--- src/rtl/vip_ctrl_pkt_gen_pkg.sv ---
// rtl/vip_ctrl_pkt_gen_pkg.sv - VIP packet types, control-packet constants and frame config struct
package vip_pkg;

  localparam logic [3:0] PKT_TYPE_CTRL  = 4'hF;
  localparam logic [3:0] PKT_TYPE_VIDEO = 4'h0;
  localparam int         CTRL_NIBBLES   = 9;

  typedef struct packed {
    logic [15:0] width;
    logic [15:0] height;
    logic [3:0]  interlace;
  } vip_frame_cfg_t;

  // Header beat plus the nine payload nibbles packed spb per beat.
  function automatic int ctrl_num_beats(input int spb);
    return 1 + (CTRL_NIBBLES + spb - 1) / spb;
  endfunction

endpackage

--- src/rtl/vip_ctrl_pkt_gen_if.sv ---
// rtl/vip_ctrl_pkt_gen_if.sv - Avalon-ST source stream carrying VIP packet beats
interface vip_ctrl_pkt_gen_if #(
  parameter int DATA_W = 24
) ();

  logic [DATA_W-1:0] src_data;
  logic              src_valid;
  logic              src_sop;
  logic              src_eop;
  logic              src_ready;

  modport master (output src_data, src_valid, src_sop, src_eop, input src_ready);
  modport slave  (input src_data, src_valid, src_sop, src_eop, output src_ready);

endinterface

--- src/rtl/vip_ctrl_pkt_gen_nib_pack.sv ---
// rtl/vip_ctrl_pkt_gen_nib_pack.sv - combinational beat builder for VIP control packets
module vip_ctrl_nib_pack
  import vip_pkg::*;
#(
  parameter int BPS = 8,
  parameter int SPB = 3
) (
  input  logic [3:0]         beat,
  input  vip_frame_cfg_t     cfg,
  output logic [BPS*SPB-1:0] data
);

  logic [3:0] nibs [CTRL_NIBBLES];

  assign nibs[0] = cfg.width[15:12];
  assign nibs[1] = cfg.width[11:8];
  assign nibs[2] = cfg.width[7:4];
  assign nibs[3] = cfg.width[3:0];
  assign nibs[4] = cfg.height[15:12];
  assign nibs[5] = cfg.height[11:8];
  assign nibs[6] = cfg.height[7:4];
  assign nibs[7] = cfg.height[3:0];
  assign nibs[8] = cfg.interlace;

  // Symbol s of payload beat b carries nibble (b-1)*SPB+s; past the last nibble it stays zero.
  always_comb begin
    data = '0;
    for (int s = 0; s < SPB; s++) begin
      if (beat == 4'd0) begin
        if (s == 0) data[3:0] = PKT_TYPE_CTRL;
      end else begin
        for (int k = 0; k < CTRL_NIBBLES; k++) begin
          if ((int'(beat) - 1) * SPB + s == k) data[s*BPS +: 4] = nibs[k];
        end
      end
    end
  end

endmodule

--- src/rtl/vip_ctrl_pkt_gen.sv ---
// rtl/vip_ctrl_pkt_gen.sv - VIP control-packet generator with one-deep pending config
// Optional resend on frame_tick is enabled by VIP_CTRL_RESEND_EN.
module vip_ctrl_pkt_gen
  import vip_pkg::*;
#(
  parameter int BPS = 8,
  parameter int SPB = 3
) (
  input  logic                clk,
  input  logic                rst_n,
  input  logic                cfg_valid,
  input  logic [15:0]         cfg_width,
  input  logic [15:0]         cfg_height,
  input  logic [3:0]          cfg_interlace,
  vip_ctrl_pkt_gen_if.master  src,
  output logic                busy,
  output logic                pkt_done
`ifdef VIP_CTRL_RESEND_EN
  ,
  input  logic                frame_tick
`endif
);

  localparam int         DATA_W    = BPS * SPB;
  localparam int         NBEATS    = ctrl_num_beats(SPB);
  localparam logic [3:0] LAST_BEAT = 4'(NBEATS - 1);

  localparam logic [0:0] ST_IDLE = 1'b0;
  localparam logic [0:0] ST_SEND = 1'b1;

  logic [0:0]        state;
  logic [3:0]        beat;
  vip_frame_cfg_t    active;
  vip_frame_cfg_t    pend_cfg;
  vip_frame_cfg_t    cfg_in;
  logic              pend;
  logic              accept;
  logic              eop_acc;
  logic              start_resend;
  logic [DATA_W-1:0] beat_data;

  assign cfg_in  = {cfg_width, cfg_height, cfg_interlace};
  assign accept  = src.src_valid & src.src_ready;
  assign eop_acc = accept & (beat == LAST_BEAT);

`ifdef VIP_CTRL_RESEND_EN
  logic cfg_seen;
  assign start_resend = frame_tick & cfg_seen;
  always_ff @(posedge clk or negedge rst_n) begin
    if (!rst_n)         cfg_seen <= 1'b0;
    else if (cfg_valid) cfg_seen <= 1'b1;
  end
`else
  assign start_resend = 1'b0;
`endif

  vip_ctrl_nib_pack #(.BPS(BPS), .SPB(SPB)) u_pack (
    .beat (beat),
    .cfg  (active),
    .data (beat_data)
  );

  assign src.src_valid = (state == ST_SEND);
  assign src.src_sop   = src.src_valid & (beat == 4'd0);
  assign src.src_eop   = src.src_valid & (beat == LAST_BEAT);
  assign src.src_data  = src.src_valid ? beat_data : '0;
  assign busy          = (state == ST_SEND) | pend;

  always_ff @(posedge clk or negedge rst_n) begin
    if (!rst_n) begin
      state    <= ST_IDLE;
      beat     <= 4'd0;
      active   <= '0;
      pend_cfg <= '0;
      pend     <= 1'b0;
      pkt_done <= 1'b0;
    end else begin
      pkt_done <= eop_acc;
      case (state)
        ST_IDLE: begin
          beat <= 4'd0;
          if (cfg_valid) begin
            active <= cfg_in;
            state  <= ST_SEND;
          end else if (start_resend) begin
            state  <= ST_SEND;
          end
        end
        default: begin
          if (eop_acc) begin
            beat <= 4'd0;
            // A config arriving with the EOP is newer than anything pending, so it goes next.
            if (cfg_valid) begin
              active <= cfg_in;
              pend   <= 1'b0;
            end else if (pend) begin
              active <= pend_cfg;
              pend   <= 1'b0;
            end else begin
              state  <= ST_IDLE;
            end
          end else begin
            if (accept) beat <= beat + 4'd1;
            if (cfg_valid) begin
              pend_cfg <= cfg_in;
              pend     <= 1'b1;
            end
          end
        end
      endcase
    end
  end

endmodule
--- src/flat_wrapper.sv ---
// flat-port wrapper written by rule: the top's interface ports become plain ports
module vip_ctrl_pkt_gen_flat import vip_pkg::*;
#(
  parameter int BPS = 8,
  parameter int SPB = 3
)
  (clk, rst_n, cfg_valid, cfg_width, cfg_height, cfg_interlace, busy, pkt_done, src_src_data, src_src_valid, src_src_sop, src_src_eop, src_src_ready);
  vip_ctrl_pkt_gen_if src_i ();
  input  logic clk;
  input  logic rst_n;
  input  logic cfg_valid;
  input  logic [15:0] cfg_width;
  input  logic [15:0] cfg_height;
  input  logic [3:0] cfg_interlace;
  output logic busy;
  output logic pkt_done;
  output wire logic [$bits(src_i.src_data)-1:0] src_src_data;
  output wire logic [$bits(src_i.src_valid)-1:0] src_src_valid;
  output wire logic [$bits(src_i.src_sop)-1:0] src_src_sop;
  output wire logic [$bits(src_i.src_eop)-1:0] src_src_eop;
  input wire logic [$bits(src_i.src_ready)-1:0] src_src_ready;
  assign src_src_data = src_i.src_data;
  assign src_src_valid = src_i.src_valid;
  assign src_src_sop = src_i.src_sop;
  assign src_src_eop = src_i.src_eop;
  assign src_i.src_ready = src_src_ready;
  vip_ctrl_pkt_gen #(.BPS(BPS), .SPB(SPB)) u_core (.clk(clk), .rst_n(rst_n), .cfg_valid(cfg_valid), .cfg_width(cfg_width), .cfg_height(cfg_height), .cfg_interlace(cfg_interlace), .src(src_i), .busy(busy), .pkt_done(pkt_done));
endmodule
--- config.mk ---
export PLATFORM = sky130hd
export DESIGN_NAME = vip_ctrl_pkt_gen_flat
export DESIGN_NICKNAME = d
export VERILOG_FILES = /design/src/rtl/vip_ctrl_pkt_gen_pkg.sv /design/src/rtl/vip_ctrl_pkt_gen_if.sv /design/src/rtl/vip_ctrl_pkt_gen_nib_pack.sv /design/src/rtl/vip_ctrl_pkt_gen.sv /design/src/flat_wrapper.sv
export SDC_FILE = /design/constraint.sdc
export NUM_CORES = 1
export LEC_CHECK = 0
export ABC_AREA = 1
export BUFFER_PORTS_ARGS = -buffer_cell sky130_fd_sc_hd__buf_2
export CORE_ASPECT_RATIO = 0.6
export CORE_UTILIZATION = 63
export CTS_BUF_LIST = sky130_fd_sc_hd__clkbuf_8
export DETAILED_ROUTE_END_ITERATION = 6
export GPL_TIMING_DRIVEN = 1
export HOLD_SLACK_MARGIN = 0.03
export PLACE_DENSITY = 0.85
export REMOVE_ABC_BUFFERS = 1
export SETUP_SLACK_MARGIN = 0.15
export SLEW_MARGIN = 20
export SYNTH_ARGS = -nofsm -noshare
export SYNTH_HDL_FRONTEND = slang
export SYNTH_HIERARCHICAL = 1
export SYNTH_SLANG_ARGS = --single-unit
--- constraint.sdc ---
create_clock -name clk -period 15.35 [get_ports clk]
set_clock_uncertainty 0.05 [all_clocks]
set_input_delay 0.7675 -clock clk [delete_from_list [all_inputs] [get_ports clk]]
set_output_delay 0.7675 -clock clk [all_outputs]
set_load 0.02 [all_outputs]
==> impl_metrics.py, run 1 <==
metrics = {
    "clocking": {
        "clockBufferDepth": 2,
        "cts-htree-levels": 3,
        "tritoncts": "yes",
        "cts-buffers-inserted": 9,
        "number_of_clock_sinks_seen_by_cts": 79,
        "post_cts_buffers": 0,
        "cts_hold_buf": 0,
        "worst_skew_pair.late_latency_ps": 360,
        "clock_tree.root_cell": "sky130_fd_sc_hd__clkbuf_8",
        "cts_resized": 0,
        "clk_transition_reported_paths_ps": 90,
    },
    "layout": {
        "final_core_utilization_pct": 69.6,
        "final_cell_count_no_fill": 1185,
        "final_layout_size_suffix_gt1_share_pct": 10.7,
        "synthToLayoutAreaGrowth_pct": 6.99,
        "num-fill-cells": 911,
        "antennaDiodeCount": 0,
        "layout.nets": 1117,
    },
    "synth": {
        "ys_seq_elements": 79,
        "synth-async-reset-ratio_pct": 100,
        "post_synth_main_area_contributors": "sky130_fd_sc_hd__dfrtp_1 31%, sky130_fd_sc_hd__nand2_1 24%, sky130_fd_sc_hd__nand3_1 9.7%, sky130_fd_sc_hd__ha_1 6.0%, sky130_fd_sc_hd__inv_1 5.7%",
        "post_synth_num_cell_types": 37,
        "seq_area_frac_synth_pct": 30.7,
        "syn-mean-instance-area_um2": 6.35,
        "synth-edff-count": 0,
        "synth.most_common_cell": "sky130_fd_sc_hd__nand2_1",
        "yosys.area.top_type": "sky130_fd_sc_hd__dfrtp_1",
        "synth_common_cells": "408 x sky130_fd_sc_hd__nand2_1, 125 x sky130_fd_sc_hd__nand3_1, 98 x sky130_fd_sc_hd__inv_1",
        "syn-instance-count": 1015,
        "post_synth_instance_area_mm2": 0.00645,
        "synthesis.yosys.warnings": 6,
        "synthDominantCellAreaShare_pct": 30.7,
        "postSynth.topFlopCell": "sky130_fd_sc_hd__dfrtp_1",
    },
    "worst_setup_path": {
        "timing.critical_path.slowest_stage_cell": "sky130_fd_sc_hd__fa_1",
        "worst_ep_arrival_ps": 6030,
        "cp_data_required_time_ps": 14530,
        "path_class": "flop to output port",
        "timing.critical_path.max_delay_family": "simple AND/OR/NAND/NOR gates",
        "cp_common_cell": "sky130_fd_sc_hd__nand2_1",
        "timing.critical_path.from_type": "flop",
        "cp-end-kind": "output port",
        "slowest_delay_ps": 640,
        "internal_reg_to_reg_setup_slack_ps": 12540,
        "cp.buffers_inverters": 6,
        "timing.critical_path.fanout_max": 12,
    },
    "timing": {
        "max_slew.worst_pin.slew_ps": 1030,
        "fmax_ghz": 0.146,
        "worst_slack_ps": 8500,
        "post-route-period-util_pct": 44.6,
        "setup-violations-final": 0,
        "final_hold_violation_count": 0,
        "drv_slew": 0,
        "post-route-min-period_ps": 6850,
        "grt_setup_unrepaired": "no",
        "setup-tns-final_ps": 0,
        "max-slew-margin-rel_pct": 30.8,
    },
    "floorplan": {
        "die_y_um": 80.4,
        "fp.dieW_um": 133,
        "initial_utilization_pct": 65.0,
        "num_rows": 28,
        "boundaryPins": 69,
        "placeableCoreArea_mm2": 0.00991,
        "design.die.area_mm2": 0.0107,
    },
    "grt": {
        "antenna_found_initial": 0,
        "globalRouteTotalUtil_pct": 33.3,
        "vias_in_the_first_global_route": 5732,
        "grt_start_max_net_pins": 70,
        "grt_overflow_total": 0,
        "grt_first_pass_wirelength_mm": 28.2,
    },
    "detailed_routing": {
        "detail_route.wirelength_mm": 16.9,
        "detailed_route_drc_error_count": 0,
        "vias_per_cell": 5.61,
        "ant_nets": 0,
        "avgRoutedWirePerCell_um": 14.2,
        "dr.pass1.iters": 6,
        "drt_iter0_markers": 663,
        "via_count": 6653,
    },
    "pwr": {
        "p_leak_nw": 4.02,
        "power_per_cell_area_mw_per_mm2": 221,
        "peak_supply_drop_uv": 207,
    },
    "place": {
        "detail_placement_hpwl_mm": 12.2,
        "routability_congestion_estimate_from_global_placement": 0.997,
        "place.port_buffers": 56,
        "post-place-cells": 1169,
        "preCtsSetupSlack_ps": 8990,
    },
    "job": {
        "maxCapViolations": 0,
    },
    "hold_path": {
        "hp-class": "input pin to asynchronous set/reset pin",
    },
    "status": {
        "status": "completed",
    },
}
[placed cells by master (no fill, tap or decap), drive strengths merged]
cell type and n:
xor2 5, a21boi 1, ha 31, inv 109, o21ai 38, dfrtp 79, xnor2 2, nand3 129
bufinv 1, o31ai 1, nand2 418, nor2 55, clkbuf 9, and3 1, buf 61, and2 1
fa 1, nor3 10, nand4 41, nand3b 6, clkinv 2, a21oi 34, clkinvlp 1, or3 1
conb 12, nor4 1
[report_power, final]
group / internal (mW) / total [mW] / leakage, nW / switching (mW)
combinational: 0.302 / 1.00 / 2.95 / 0.703
sequential: 0.279 / 0.367 / 0.967 / 0.0873
clock: 0.0757 / 0.156 / 0.101 / 0.0802
[cells by family (layout without fill, tap and decap cells)]
logic type | count (synthesis) | in the layout | share of synthesized area (%)
AOI/OAI and AO/OA | 74 | 74 | 6.06
xor gates and xnor gates | 7 | 7 | 0.951
buffers and inverters | 159 | 183 | 10.5
other | 1 | 12 | 0.0582
and+or+nand+nor | 663 | 663 | 45.4
DFF | 79 | 79 | 30.7
adders and majority gates | 32 | 32 | 6.33
[per-stage QoR]
| step | hold slack (ps) | area [um^2] | total power, mW |
|---|---|---|---|
| final | 188 | 6900 | 1.53 |
| after global routing | 179 | 6900 | 1.68 |
| after CTS | 182 | 6900 | 1.51 |
| after detailed placement | 410 | 6700 | 1.35 |
| after global placement | 404 | 6700 | 1.32 |
| after floorplan | 393 | 6210 | 1.09 |
[path summary, 6_finish.rpt]
check | startpoint | endpoint | cells after the start
max | u_core/beat[0] | src_src_data[9] | 34
min | rst_n | u_core/src.src_valid | 1
max reg2reg | u_core/src.src_valid | u_core/active[23] | 8
min reg2reg | u_core/pend_cfg[29] | u_core/pend_cfg[29] | 2
max in group asynchronous | rst_n | u_core/active[35] | 2
min in group clk | u_core/pend_cfg[29] | u_core/pend_cfg[29] | 2
[state kept, by name (all words and copies together) (netlist names)]
signal	cells
u_core/active	36
u_core/pend_cfg	36
u_core/pend	1
u_core/beat	4
u_core/src.src_valid	1
u_core/pkt_done	1
[metal layers]
metal  up-vias  GRT usage, %  part of all wire (%)
li1       3297             -                     -
met1      2988          50.5                    48
met2       351          48.2                    41
met3        17          7.07                    11
met4         0          6.21                  0.58
met5         -             0                     0
[final cells by class]
class / instances / area (um^2) / area share, %
multi-input combinational: 788 / 3830 / 55.6
tap: 135 / 169 / 2.45
clock buffer: 9 / 124 / 1.80
sequential: 79 / 1980 / 28.7
clock inverter: 7 / 72.6 / 1.05
inverter: 106 / 398 / 5.77
timing repair buffer: 61 / 320 / 4.64
(Power assumes the default switching activity.)
==> run 2: changes to the inputs <==
--- a/config.mk
+++ b/config.mk
@@ -8,12 +8,12 @@
 export ABC_AREA = 1
 export BUFFER_PORTS_ARGS = -buffer_cell sky130_fd_sc_hd__buf_2
 export CORE_ASPECT_RATIO = 0.6
-export CORE_UTILIZATION = 63
+export CORE_UTILIZATION = 62
 export CTS_BUF_LIST = sky130_fd_sc_hd__clkbuf_8
 export DETAILED_ROUTE_END_ITERATION = 6
 export GPL_TIMING_DRIVEN = 1
 export HOLD_SLACK_MARGIN = 0.03
-export PLACE_DENSITY = 0.85
+export PLACE_DENSITY = 0.84
 export REMOVE_ABC_BUFFERS = 1
 export SETUP_SLACK_MARGIN = 0.15
 export SLEW_MARGIN = 20
==> constraint.sdc (replaced) <==
create_clock -name clk -period 6.9 [get_ports clk]
set_clock_uncertainty 0.05 [all_clocks]
set_input_delay 0.345 -clock clk [delete_from_list [all_inputs] [get_ports clk]]
set_output_delay 0.345 -clock clk [all_outputs]
set_load 0.02 [all_outputs]
==> run 2 against run 1 <==
Sequential power is 120% higher; worst setup slack worse by 7800 ps; critical path type unchanged; register-to-register slack lost 8400 ps; largest cell class unchanged; routed wire length fell by 1.5%; global-route usage decreased by 1.2 points; via count increased by 0.50%; worst hold slack worse by 1.7 ps; critical endpoint is now src_src_data[10].
==> impl_metrics.py, run 2 (synthesis gave the netlist of run 1 again) <==
metrics = {
    "status": {
        "status": "completed",
    },
    "clocking": {
        "clockBufferDepth": 2,
        "cts-buffers-inserted": 9,
        "worst_skew_pair.late_latency_ps": 370,
        "tritoncts": "yes",
        "cts-htree-levels": 3,
        "number_of_clock_sinks_seen_by_cts": 79,
        "clk_transition_reported_paths_ps": 90,
        "clock_tree.root_cell": "sky130_fd_sc_hd__clkbuf_8",
    },
    "grt": {
        "grt_overflow_total": 0,
        "grt_start_max_net_pins": 80,
        "grt.met2_usage_pct": 45.8,
        "grt_first_pass_wirelength_mm": 27.5,
        "antenna_found_initial": 0,
        "globalRouteTotalUtil_pct": 32.1,
        "global_route.usage.met3_pct": 8.05,
        "globalRouteMet1Util_pct": 48.2,
        "vias_in_the_first_global_route": 5635,
        "grt-busiest-layer": "met1",
    },
    "timing": {
        "post-route-period-util_pct": 89.3,
        "grt_setup_unrepaired": "no",
        "setup-tns-final_ps": 0,
        "post-route-min-period_ps": 6160,
        "final_hold_violation_count": 0,
        "drv_slew": 0,
        "max_slew.worst_pin.slew_ps": 1060,
        "worst_slack_ps": 735,
        "max-slew-margin-rel_pct": 29.0,
        "fmax_ghz": 0.162,
        "setup-violations-final": 0,
    },
    "floorplan": {
        "initial_utilization_pct": 64.6,
        "fp.dieW_um": 134,
        "placeableCoreArea_mm2": 0.00998,
        "num_rows": 28,
        "design.die.area_mm2": 0.0108,
        "boundaryPins": 69,
        "die_y_um": 81.0,
    },
    "pwr": {
        "post-layout-total-power_mw": 3.44,
        "p_leak_nw": 4.02,
        "peak_supply_drop_uv": 415,
        "power_per_cell_area_mw_per_mm2": 495,
    },
    "detailed_routing": {
        "vias_per_cell": 5.63,
        "via_count": 6686,
        "dr.pass1.iters": 6,
        "avgRoutedWirePerCell_um": 14.0,
        "detailed_route_drc_error_count": 0,
        "detail_route.wirelength_mm": 16.6,
        "ant_nets": 0,
        "drt_iter0_markers": 672,
    },
    "hold_path": {
        "holdPathEnd": "u_core/pend_cfg[23]",
        "timing.hold.worst_path_depth": 3,
        "worst_hold_startpoint": "cfg_width[3]",
        "hp-class": "input pin to flop",
    },
    "worst_setup_path": {
        "slowest_delay_ps": 610,
        "path_class": "flop to output port",
        "cp_data_required_time_ps": 6500,
        "timing.critical_path.fanout_max": 8,
        "cp.buffers_inverters": 6,
        "worst_r2r_path_depth": 8,
        "timing.critical_path.from_type": "flop",
        "worst_ep_arrival_ps": 5770,
        "timing.rr.end": "u_core/active[23]",
        "cp-end-kind": "output port",
        "timing.critical_path.max_delay_family": "simple AND/OR/NAND/NOR gates",
        "internal_reg_to_reg_setup_slack_ps": 4120,
        "reg2reg_from": "u_core/src.src_valid",
        "timing.critical_path.slowest_stage_cell": "sky130_fd_sc_hd__fa_2",
    },
    "job": {
        "maxCapViolations": 0,
    },
    "layout": {
        "final_layout_size_suffix_gt1_share_pct": 11.3,
        "antennaDiodeCount": 0,
        "layout_top_registers": "u_core/active: 36 flops, u_core/pend_cfg: 36 flops, u_core/beat: 4 flops",
        "layout.cells.most_common_list": "408 x sky130_fd_sc_hd__nand2_1, 124 x sky130_fd_sc_hd__nand3_1, 97 x sky130_fd_sc_hd__inv_1",
        "layout_commonest_cell": "sky130_fd_sc_hd__nand2_1",
        "synthToLayoutAreaGrowth_pct": 7.86,
        "layout.nets": 1119,
    },
    "place": {
        "preCtsSetupSlack_ps": 975,
        "routability_congestion_estimate_from_global_placement": 1.04,
        "place.port_buffers": 56,
        "detail_placement_hpwl_mm": 12.0,
    },
}
[run 2: timing repair]
action                                 in CTS  in global routing
buffers inserted                            0                  2
hold buffers                                0                  1
endpoints found under the hold margin       0                 24
resized for setup                           0                  6
setup endpoints to repair                   0                  8
[run 2: per-layer routing]
layer | up-vias | part of all wire, %
met2 | 350 | 40
met3 | 19 | 10
met1 | 3015 | 48
met4 | 0 | 0.92
met5 | - | 0
li1 | 3302 | -
[run 2: worst register-to-register path, delay by kind of cell (launching register included)]
family                 cells  cell delay (ps)
AND/OR/NAND/NOR            6             1440
flip-flops                 1              790
buffers and inverters      2              390
[run 2: final cells by class]
type                       instances  area, um^2
fill                             918        3030
tap                              135         169
timing repair buffer              63         342
multi-input combinational        788        3840
sequential                        79        1980
inverter                         106         402
clock buffer                      10         138
clock inverter                     6        75.1
[run 2: metrics by stage]
step / cell area [um^2] / hold WS [ps] / util, % / std cells
global route: 6950 / 173 / 69.6 / 1187
detailed placement: 6690 / 409 / 67.0 / 1168
global placement: 6690 / 405 / 67.0 / 1168
finish: 6950 / 186 / 69.6 / 1187
CTS: 6910 / 124 / 69.2 / 1184
floorplan: 6210 / -0.591 / - / 973
[run 2: worst max-delay path by stage]
stage / startpoint / to / slack (ps) / depth (start not counted)
2_1_floorplan: u_core/beat[0] / src_src_data[9] / 1640 / 33
3_3_place_gp: u_core/beat[0] / src_src_data[10] / 1100 / 34
3_5_place_dp: u_core/beat[0] / src_src_data[10] / 980 / 30
4_1_cts: u_core/beat[0] / src_src_data[10] / 570 / 34
5_1_grt: u_core/beat[0] / src_src_data[10] / 150 / 37
6_report: u_core/beat[0] / src_src_data[10] / 740 / 30
[run 2: report_power, final]
part	switching, mW	leakage, nW	total, mW	internal (mW)
Combinational	1.58	2.95	2.26	0.685
Sequential	0.185	0.965	0.807	0.623
Clock	0.190	0.105	0.373	0.183
==> run 3: changes to the inputs <==
--- a/config.mk
+++ b/config.mk
@@ -8,12 +8,11 @@
 export ABC_AREA = 1
 export BUFFER_PORTS_ARGS = -buffer_cell sky130_fd_sc_hd__buf_2
 export CORE_ASPECT_RATIO = 0.6
-export CORE_UTILIZATION = 62
+export CORE_UTILIZATION = 35
 export CTS_BUF_LIST = sky130_fd_sc_hd__clkbuf_8
 export DETAILED_ROUTE_END_ITERATION = 6
 export GPL_TIMING_DRIVEN = 1
 export HOLD_SLACK_MARGIN = 0.03
-export PLACE_DENSITY = 0.84
 export REMOVE_ABC_BUFFERS = 1
 export SETUP_SLACK_MARGIN = 0.15
 export SLEW_MARGIN = 20
==> run 3 against run 2 <==
Clock power hardly changed; total power up 0.99%; critical path depth fell by 1.
==> impl_metrics.py, run 3 (synthesis gave the netlist of run 1 again) <==
metrics = {
    "status": {
        "status": "completed",
    },
    "clocking": {
        "cts-htree-levels": 3,
        "number_of_clock_sinks_seen_by_cts": 79,
        "cts-buffers-inserted": 9,
        "tritoncts": "yes",
        "clk_transition_reported_paths_ps": 90,
        "clock_tree.root_cell": "sky130_fd_sc_hd__clkbuf_8",
        "worst_skew_pair.late_latency_ps": 360,
        "clockBufferDepth": 2,
    },
    "place": {
        "detail_placement_hpwl_mm": 13.5,
        "routability_congestion_estimate_from_global_placement": 0.932,
        "place.port_buffers": 56,
    },
    "worst_setup_path": {
        "timing.critical_path.slowest_stage_cell": "sky130_fd_sc_hd__fa_2",
        "cp-end-kind": "output port",
        "cp_common_cell": "sky130_fd_sc_hd__nand2_1",
        "cp_data_required_time_ps": 6500,
        "timing.critical_path.fanout_max": 7,
        "slowest_delay_ps": 650,
        "timing.critical_path.from_type": "flop",
        "worst_ep_arrival_ps": 5890,
        "path_class": "flop to output port",
    },
    "detailed_routing": {
        "drt_iter0_markers": 590,
        "avgRoutedWirePerCell_um": 14.6,
        "vias_per_cell": 5.05,
        "detailed_route_drc_error_count": 0,
        "detail_route.wirelength_mm": 18.9,
        "via_count": 6566,
        "dr.pass1.iters": 5,
        "ant_nets": 0,
    },
    "layout": {
        "layout.nets": 1127,
        "layout_top_registers": "u_core/active: 36 flops, u_core/pend_cfg: 36 flops, u_core/beat: 4 flops",
        "layout.cells.most_common_list": "408 x sky130_fd_sc_hd__nand2_1, 124 x sky130_fd_sc_hd__nand3_1, 97 x sky130_fd_sc_hd__inv_1",
        "final_core_utilization_pct": 39.5,
        "synthToLayoutAreaGrowth_pct": 10.7,
        "antennaDiodeCount": 0,
        "final_layout_size_suffix_gt1_share_pct": 12.0,
        "layout_commonest_cell": "sky130_fd_sc_hd__nand2_1",
    },
    "pwr": {
        "power_per_cell_area_mw_per_mm2": 488,
        "p_leak_nw": 4.05,
        "peak_supply_drop_uv": 248,
    },
    "floorplan": {
        "die_y_um": 107,
        "boundaryPins": 69,
        "initial_utilization_pct": 35.7,
        "num_rows": 38,
        "design.die.area_mm2": 0.0190,
        "placeableCoreArea_mm2": 0.0181,
        "fp.dieW_um": 177,
    },
    "timing": {
        "final_hold_violation_count": 0,
        "post-route-period-util_pct": 91.1,
        "setup-tns-final_ps": 0,
        "setup-violations-final": 0,
        "post-route-min-period_ps": 6290,
        "grt_setup_unrepaired": "no",
        "drv_slew": 0,
        "max-slew-margin-rel_pct": 23.0,
        "fmax_ghz": 0.159,
        "max_slew.worst_pin.slew_ps": 1150,
    },
    "grt": {
        "grt_overflow_total": 0,
        "antenna_found_initial": 0,
        "grt_start_max_net_pins": 62,
        "vias_in_the_first_global_route": 5610,
        "grt_first_pass_wirelength_mm": 30.4,
        "globalRouteTotalUtil_pct": 20.3,
    },
    "job": {
        "maxCapViolations": 0,
    },
    "hold_path": {
        "hp-class": "input pin to flop",
    },
}
[run 3: cell count changes in the layout (fill, tap and decap cells not counted)]
| cell | delta |
|---|---|
| sky130_fd_sc_hd__inv_6 | -1 |
| sky130_fd_sc_hd__inv_8 | -1 |
| sky130_fd_sc_hd__clkinv_2 | +1 |
| sky130_fd_sc_hd__buf_4 | +9 |
| sky130_fd_sc_hd__clkinvlp_4 | +1 |
| sky130_fd_sc_hd__buf_6 | -1 |
[run 3: worst max-delay path: cells and delay by family (launching register included)]
| kind | cells | cell delay (ps) |
|---|---|---|
| fa+ha+maj | 3 | 1290 |
| compound gates | 1 | 170 |
| buf+inv | 5 | 670 |
| xor+xnor | 1 | 420 |
| flops | 1 | 470 |
| simple gates | 19 | 2510 |
[run 3: metal layers]
metal | track usage [%] | part of all wire [%]
met1 | 34.1 | 55
met3 | 2.98 | 7.3
met5 | 0 | 0
met2 | 26.5 | 37
met4 | 2.89 | 0.59
[run 3: per-stage QoR]
step / cell area, um^2 / total power [mW] / setup WS [ps] / cells / hold slack (ps)
finish: 7130 / 3.48 / 615 / 1300 / 190
global route: 7130 / 3.84 / 175 / 1300 / 195
CTS: 7060 / 3.41 / 333 / 1293 / 182
detailed placement: 6850 / 3.03 / 761 / 1276 / 231
global placement: 6850 / 3.02 / 842 / 1276 / 228
floorplan: 6210 / 2.42 / 1640 / 973 / -0.591
[run 3: worst paths after layout]
kind                                       from              endpoint  slack [ps]  cells after the start
setup / recovery                 u_core/beat[0]      src_src_data[19]         610                     29
hold / removal                     cfg_width[9]   u_core/pend_cfg[29]         190                      3
setup reg to reg           u_core/src.src_valid      u_core/active[3]        3840                      8
hold reg to reg             u_core/pend_cfg[23]   u_core/pend_cfg[23]         430                      2
max in group asynchronous                 rst_n  u_core/src.src_valid        5330                      3
min in group asynchronous                 rst_n    u_core/pend_cfg[7]         370                      2
[run 3: cell type report]
class                           instances  area (um^2)
Inverter                              106          402
Timing Repair Buffer                   71          398
Clock inverter                          6         67.6
Sequential cell                        79         1980
Clock buffer                           10          138
Tap cell                              240          300
Multi-Input combinational cell        788         3840
Fill cell                            1966        10900
[run 3: what timing repair did]
item / 4_1_cts / 5_1_grt
hold endpoints to repair: 25 / 0
hold buffers: 1 / 0
setup endpoints to repair: 0 / 8
gates resized for setup: 0 / 6
setup buffers: 0 / 7
[run 3: report_power, final]
group / total (mW) / switching (mW) / internal, mW
clock: 0.374 / 0.195 / 0.179
combinational: 2.30 / 1.60 / 0.702
sequential: 0.801 / 0.179 / 0.622
